File: config.mk
export PLATFORM = sky130hd
export DESIGN_NAME = instru_loader
export DESIGN_NICKNAME = d
export VERILOG_FILES = /design/src/rtl/instru_loader.sv
export SDC_FILE = /design/constraint.sdc
export NUM_CORES = 1
export LEC_CHECK = 0
export ABC_AREA = 1
export CAP_MARGIN = 20
export CORE_UTILIZATION = 44
export CTS_BUF_LIST = sky130_fd_sc_hd__clkbuf_16
export DETAILED_ROUTE_END_ITERATION = 8
export PLACE_DENSITY_LB_ADDON = 0.1
export SETUP_SLACK_MARGIN = 0.1
export SYNTH_ARGS = -nofsm -noshare
export SYNTH_HDL_FRONTEND = slang
export SYNTH_SLANG_ARGS = --single-unit
export TNS_END_PERCENT = 10
File: constraint.sdc
create_clock -name clk -period 1.5 [get_ports clk]
set_input_delay 0.225 -clock clk [delete_from_list [all_inputs] [get_ports clk]]
set_output_delay 0.225 -clock clk [all_outputs]
set_load 0.1 [all_outputs]
File: src/rtl/instru_loader.sv
// instru_loader
//  Loads the instruction memory from a byte stream. Bytes arrive MSB first and
//  are packed into 32-bit words, which are written from word address 0 upward.
//  When a HALT word is written, every remaining word is filled with HALT. The
//  CPU is held while a load is in progress.
//
// Ports
//  clk       rising-edge clock for all state
//  rst       synchronous, active-high reset
//  start     begins a load; honoured only in IDLE or DONE
//  in_valid  a byte is available on in_data
//  in_data   instruction byte, most significant byte of the word first
//  in_ready  a byte is accepted this cycle (high only in RECV)
//  im_we     memory write strobe, one cycle per word
//  im_addr   byte address of the write (word_cnt << 2); holds while idle
//  im_wdata  word to write; holds while idle
//  cpu_hold  keeps the processor stalled while a load is running
//  done      load is complete and every word has been written
//  word_cnt  number of words written so far (0..SIZE_IM)
//
// state  | meaning
// IDLE   | after reset, waiting for start
// RECV   | assembling a word from incoming bytes
// WRITE  | single-cycle write of the assembled word
// FILL   | writing HALT to each remaining word, one per cycle
// DONE   | memory fully written; start begins a reload
module instru_loader #(
   parameter int          SIZE_IM   = 128,
   parameter logic [31:0] HALT_WORD = 32'hFC000000,
   localparam int         CW        = $clog2(SIZE_IM) + 1
) (
   input  logic          clk,
   input  logic          rst,
   input  logic          start,
   input  logic          in_valid,
   input  logic [7:0]    in_data,
   output logic          in_ready,
   output logic          im_we,
   output logic [31:0]   im_addr,
   output logic [31:0]   im_wdata,
   output logic          cpu_hold,
   output logic          done,
   output logic [CW-1:0] word_cnt
);

   typedef enum logic [2:0] {
      S_IDLE,
      S_RECV,
      S_WRITE,
      S_FILL,
      S_DONE
   } state_t;

   localparam logic [CW-1:0] LAST_WORD = CW'(SIZE_IM - 1);

   state_t        state_q, state_d;
   logic [CW-1:0] word_cnt_q, word_cnt_d;
   logic [1:0]    byte_idx_q, byte_idx_d;
   // The top byte of the word is never needed before the 4th byte arrives,
   // so only three bytes are kept.
   logic [23:0]   shreg_q, shreg_d;
   logic [31:0]   im_addr_q, im_addr_d;
   logic [31:0]   im_wdata_q, im_wdata_d;

   function automatic logic [31:0] addr_of(input logic [CW-1:0] cnt);
      return {{(32 - CW - 2){1'b0}}, cnt, 2'b00};
   endfunction

   always_comb begin
      state_d    = state_q;
      word_cnt_d = word_cnt_q;
      byte_idx_d = byte_idx_q;
      shreg_d    = shreg_q;
      im_addr_d  = im_addr_q;
      im_wdata_d = im_wdata_q;
      case (state_q)
         S_IDLE, S_DONE: begin
            if (start) begin
               state_d    = S_RECV;
               word_cnt_d = '0;
               byte_idx_d = '0;
            end
         end
         S_RECV: begin
            if (in_valid) begin
               shreg_d    = {shreg_q[15:0], in_data};
               byte_idx_d = byte_idx_q + 2'd1;
               if (byte_idx_q == 2'd3) begin
                  state_d    = S_WRITE;
                  im_wdata_d = {shreg_q, in_data};
                  im_addr_d  = addr_of(word_cnt_q);
               end
            end
         end
         S_WRITE: begin
            word_cnt_d = word_cnt_q + 1'b1;
            // Running out of memory takes priority over starting the fill.
            if (word_cnt_q == LAST_WORD) begin
               state_d = S_DONE;
            end else if (im_wdata_q == HALT_WORD) begin
               state_d   = S_FILL;
               im_addr_d = addr_of(word_cnt_q + 1'b1);
            end else begin
               state_d = S_RECV;
            end
         end
         S_FILL: begin
            word_cnt_d = word_cnt_q + 1'b1;
            if (word_cnt_q == LAST_WORD) begin
               state_d = S_DONE;
            end else begin
               im_addr_d = addr_of(word_cnt_q + 1'b1);
            end
         end
         default: state_d = S_IDLE;
      endcase
   end

   always_ff @(posedge clk) begin
      if (rst) begin
         state_q    <= S_IDLE;
         word_cnt_q <= '0;
         byte_idx_q <= '0;
         shreg_q    <= '0;
         im_addr_q  <= '0;
         im_wdata_q <= '0;
      end else begin
         state_q    <= state_d;
         word_cnt_q <= word_cnt_d;
         byte_idx_q <= byte_idx_d;
         shreg_q    <= shreg_d;
         im_addr_q  <= im_addr_d;
         im_wdata_q <= im_wdata_d;
      end
   end

   assign in_ready = (state_q == S_RECV);
   assign im_we    = (state_q == S_WRITE) || (state_q == S_FILL);
   assign cpu_hold = (state_q == S_RECV) || (state_q == S_WRITE) || (state_q == S_FILL);
   assign done     = (state_q == S_DONE);
   assign word_cnt = word_cnt_q;
   assign im_addr  = im_addr_q;
   assign im_wdata = im_wdata_q;

endmodule

# ---- Word level (Yosys, flattened, before mapping)
# Index checks and enable logic that the tools add are counted.
# Widths: inputs -> output; s select.
dict set report totals {
  inputBits 12
  reg_bits 101
  elab_cells 55
  output_inout_bits 76
}
dict set report op_classes {
  n_eq_ne 14
  muxes 18
  n_reduce_logical 15
  add_sub_neg 2
}
# cell count
set ops {}
lappend ops {{$mux 32} 5}
lappend ops {{$pmux 32 s3} 1}
lappend ops {{$eq 32x32->1 const B} 1}
lappend ops {{$pmux 8 s2} 1}
lappend ops {{$mux 3} 5}
lappend ops {{$ne 2x2->1 const B} 6}
lappend ops {{$pmux 3 s4} 1}
lappend ops {{$add 8x1->8 const B} 1}
lappend ops {{$eq 8x7->1 const B} 1}
lappend ops {{$mux 8} 1}
lappend ops {{$eq 3x2->1 const B} 2}
lappend ops {{$mux 2} 3}
lappend ops {{$reduce_and 3->1} 2}
lappend ops {{$reduce_and 6->1} 1}
lappend ops {{$pmux 2 s2} 1}
lappend ops {{$reduce_and 2->1} 2}
lappend ops {{$reduce_and 4->1} 1}
lappend ops {{$reduce_bool 2->1} 2}
lappend ops {{$reduce_or 2->1} 2}
lappend ops {{$eq 3x1->1 const B} 1}
lappend ops {{$eq 3x3->1 const B} 1}
lappend ops {{$logic_not 3->1} 1}
lappend ops {{$logic_or 1x1->1} 3}
lappend ops {{$reduce_bool 3->1} 1}
lappend ops {{other kinds (3)} 3}

# ---- Longest topological paths before layout
dict set report logic_depth {
  word_depth 4
  mapped_depth 11
  ltp_nobuf 11
}

# ---- Worst setup path after synthesis
# Ideal clock, no wire load.
dict set report synth_path {
  path_kind {register -> register}
  from {register state_q[1]}
  to {register im_addr_q[2] (netlist: im_addr[2])}
  path_buffers 1
  setup_time_ns 0.119
  synth_period_minus_slack_ns 2.637
  t_required_ns 1.381
  t_arrival_ns 2.518
  stages_incl_launch_ff 9
  slack_ns -1.137
  cell_sequence {dfxtp_1 nor2_1 nor2_1 nand3_1 nor2_1 buf_2 nand3_1 nand2_1 nor2_1}
}
dict set report synth_via {
  elab_chain_len 3
  elab_cells_between_ends 11
  cone_classes {eq/ne: 8; mux: 1; reduce/logical: 2}
}
# element line
set synth_rtl {}
lappend synth_rtl {{start, declared} 56} ;# state_t state_q, state_d;
lappend synth_rtl {{start signal, assigned} 128} ;# state_q <= state_d;
lappend synth_rtl {{$eq 3x2->1 / $eq 3x1->1 (equally long branches)} 76} ;# case (state_q)
lappend synth_rtl {{$ne 2x2->1 (no source line) (tied with other cells)} -}
lappend synth_rtl {{$reduce_and 6->1 (no source line)} -}
lappend synth_rtl {{end signal, assigned} 132} ;# im_addr_q <= im_addr_d;
lappend synth_rtl {{end, declared} 62} ;# logic [31:0] im_addr_q, im_addr_d;
# Several ways; a longest one is shown, not always the timed one.
# A chain may end at the register's enable or synchronous reset.

# ---- Worst setup path in the final report
dict set report layout_path {
  from {register state_q[0]}
  to {output port in_ready}
}
dict set report layout_via {
  elab_chain_len 1
}
# element line
set layout_rtl {}
lappend layout_rtl {{$eq 3x1->1} 137} ;# assign in_ready = (state_q == S_RECV);
lappend layout_rtl {{end, declared} 37} ;# output logic in_ready,
# Every way passes these cells.

==> results.yml <==
synthesis:
  synth_async_sr_flop_share_pct: 0
  ys_ff_latch: 77
  top_count_cell_post_synth: "nand2_1"
  yosysWarnings: 0
  synth.yosys.seq_area_share_pct: 45.5
  synth_largest_area_cell: "dfxtp_1"
  yosysUniqueCellTypes: 24
  most_common_library_cells_after_synthesis: "nand2_1 (86), dfxtp_1 (77), nor2_1 (67), a21oi_1 (58), o21ai_0 (49)"
  synth.top_cells.by_area: "dfxtp_1 (46%), nand2_1 (9.5%), a21oi_1 (8.6%)"
  yosysTopAreaCellShare_pct: 45.5
  synthCells: 472
  synth_edf_count: 0
  main_synth_ff_type: "dfxtp_1"
  combined_area_of_all_synthesized_cells_sq_um: 3390
  synthesized_area_per_cell_sq_um: 7.18
setup_path:
  worst_reg2reg_path_startpoint: "state_q[0]"
  crit_fanout: 3
  path_cells: "inv_4 > nor3_4 > buf_6 > buf_12"
  cp-endpoint: "in_ready"
  cp_slowest_cell: "dfxtp_4"
  timing.critical_path.from: "state_q[0]"
  category_of_the_critical_setup_timing_path: "register to output pin"
  timing.critical_path.arrival_ns: 1.32
  rr_endpoint: "shreg_q[18]"
  cp-end-kind: "output pin"
  cp_slowest_stage_delay_ns: 0.38
  reg2reg_setup_slack_ns: -0.05
  worstSetupStartpointType: "register"
  worst_ep_required_time_ns: 1.27
  rr_worst_depth: 9
clock_tree:
  cts-root-to-sink-buffers: 2
  cts_root_buffer: "clkbuf_16"
  insertion_delay_ns: 0.33
  holdBufCountCts: 0
  htree_levels: 3
  clock_sink_count: 77
  cts_buffers: 9
  cts.reportedPaths.clkPinSlew_ns: 0.06
  tritoncts: "yes"
global_route:
  maximum_number_of_pins_on_one_net_before_global_route_repair: 50
  number_of_antenna_violations_at_the_first_check_in_global_routing: 0
  first_pass_grt_wire_length_microns: 15400
  grt_total_ovfl: 0
  number_of_global_route_vias_before_repair: 3184
  global_route.usage.total_pct: 23.6
timing:
  final.min_clock_period_ns: 1.55
  number_of_setup_violations_in_the_final_report: 32
  rsz0062_at_grt: "true"
  timing.final.crit_share_pct: 103
  final.setup_skew_ns: 0.00596
  final-max-slew-violation-count: 0
  post-route-worst-setup-slack_ns: -0.0499
  timing_hold_violations_final: 0
  maxClockFrequency_mhz: 645
placement:
  gpl.final_weighted_congestion: 0.867
  place_hpwl_microns: 6050
  buffers_on_ports: 63
  dp_cells: 666
detailed_routing:
  drt-pass1-iter-count: 5
  avgRoutedWirePerCell_microns: 14.0
  vias_per_cell: 5.01
  wl_microns: 9740
  detailroute.via_count: 3484
  drc: 0
  detail-route-antenna-nets: 0
  drt_first_iter_violations: 290
power_and_ir_drop:
  pwr-share-clk_pct: 26.4
  intPower_mw: 5.48
  proportion_of_total_power_due_to_net_switching_pct: 40.7
  combinational_cell_fraction_of_total_power_pct: 45.7
  cellLeakagePower_nw: 2.40
  p_switching_mw: 3.76
  peakVddDrop_mv: 2.03
  pwr_density_cell_nw_per_um2: 1630
  sequentialPowerShare_pct: 27.8
finish:
  drive_gt1_share_pct: 33.7
  final_cell_count_no_fill: 695
  final_core_utilization_pct: 77.3
  antennaDiodeCount: 0
  final_net_count: 606
  area_growth_pct: 67.4
die:
  design.portCount: 88
  floorplan_core_area_sq_um: 7330
  die_width_microns: 89.7
  start_util_pct: 46.2
  fp-row-count: 31
  dieArea_sq_um: 8050
  die_h_microns: 89.7
run_status:
  status: "complete, but fails checks"
  violated_checks: "setup timing"
run:
  cap_violations: 0
worst_hold_path:
  holdCritPathClass: "register to register"
how the worst min path moves through the flow:
stage          slack, ns  cells past startpoint            to          from
2_1_floorplan       0.36                      2    shreg_q[5]    in_data[5]
3_3_place_gp        0.44                      2   shreg_q[16]   shreg_q[16]
3_5_place_dp        0.46                      2   shreg_q[20]   shreg_q[20]
4_1_cts             0.47                      2   shreg_q[20]   shreg_q[20]
5_1_grt             0.49                      2   shreg_q[20]   shreg_q[20]
6_report            0.47                      2  im_wdata[12]  im_wdata[12]
logic make-up (layout without fill, tap and decap cells):
family	after synthesis	count (layout)	share of synthesized area, %
simple gates	187	187	22.9
buf+inv	95	196	14.1
other cells	1	24	0.111
flops	77	77	45.5
fa+ha+maj	3	3	1.11
compound gates	109	109	16.3
sequential cells by signal, indices dropped and copies added (netlist names):
| register | count |
|---|---|
| im_wdata | 32 |
| shreg_q | 24 |
| im_addr | 8 |
| word_cnt | 8 |
| state_q | 3 |
| byte_idx_q | 2 |
per-stage QoR:
step / hold WS (ns) / cell area (sq um) / TNS [ns] / power [mW] / worst slack (ns)
finish: 0.471 / 5670 / -0.549 / 9.24 / -0.0499
global route: 0.491 / 5670 / -4.67 / 9.59 / -0.108
CTS: 0.466 / 5530 / 0 / 8.92 / 0.0152
detailed placement: 0.457 / 4960 / -1.91 / 6.06 / -0.114
global placement: 0.443 / 4960 / -0.896 / 6.02 / -0.0937
floorplan: 0.360 / 3500 / -41.79 / 4.88 / -0.616
power by group through the flow:
stage | clock, mW | sequential (mW) | combinational [mW]
2_1_floorplan | 0 | 3.29 | 1.58
3_3_place_gp | 0 | 2.55 | 3.47
3_5_place_dp | 0 | 2.55 | 3.51
4_1_cts | 2.45 | 2.56 | 3.91
5_1_grt | 2.57 | 2.59 | 4.43
6_report | 2.44 | 2.57 | 4.23
routing by layer:
metal | wire (microns) | vias up | part of all wire [%] | GRT usage (%)
li1 | - | 1699 | - | -
met1 | 4030 | 1623 | 41 | 29.2
met2 | 4850 | 148 | 50 | 41.2
met3 | 692 | 14 | 7.1 | 5.08
met4 | 163 | 0 | 1.7 | 6.83
met5 | 0 | - | 0 | 0
worst max-delay path, delay by kind of cell, from the launching register on:
family,cells,cell delay (ns)
buffers and inverters,3,0.36
DFF,1,0.38
and+or+nand+nor,1,0.26
placed cells by master, fill, tap and decap left out, drive strengths merged:
master	instances
a22oi	1
clkbuf	9
o211ai	1
clkinvlp	1
nor2	69
nor3	4
nand3	20
dfxtp	77
nand2	87
nand3b	3
inv	49
buf	121
a21oi	58
clkinv	2
conb	24
o21ai	49
clkdlybuf4s50	11
bufinv	3
nand4	4
ha	3
area by class of cell:
class,instances,area [sq um]
Timing Repair Buffer,132,1780
Multi-Input combinational cell,323,1670
Fill cell,496,1660
Sequential cell,77,1560
Clock buffer,9,225
Inverter,48,188
Tap cell,99,124
Clock inverter,7,115
repair_timing:
action / 4_1_cts / 5_1_grt
pin swaps: 15 / 24
resized for setup: 41 / 59
setup endpoints to repair: 61 / 81
buffers inserted: 11 / 0
endpoints found under the hold margin: 0 / 0
gates cloned: 1 / 1
(Power assumes the default switching activity.)
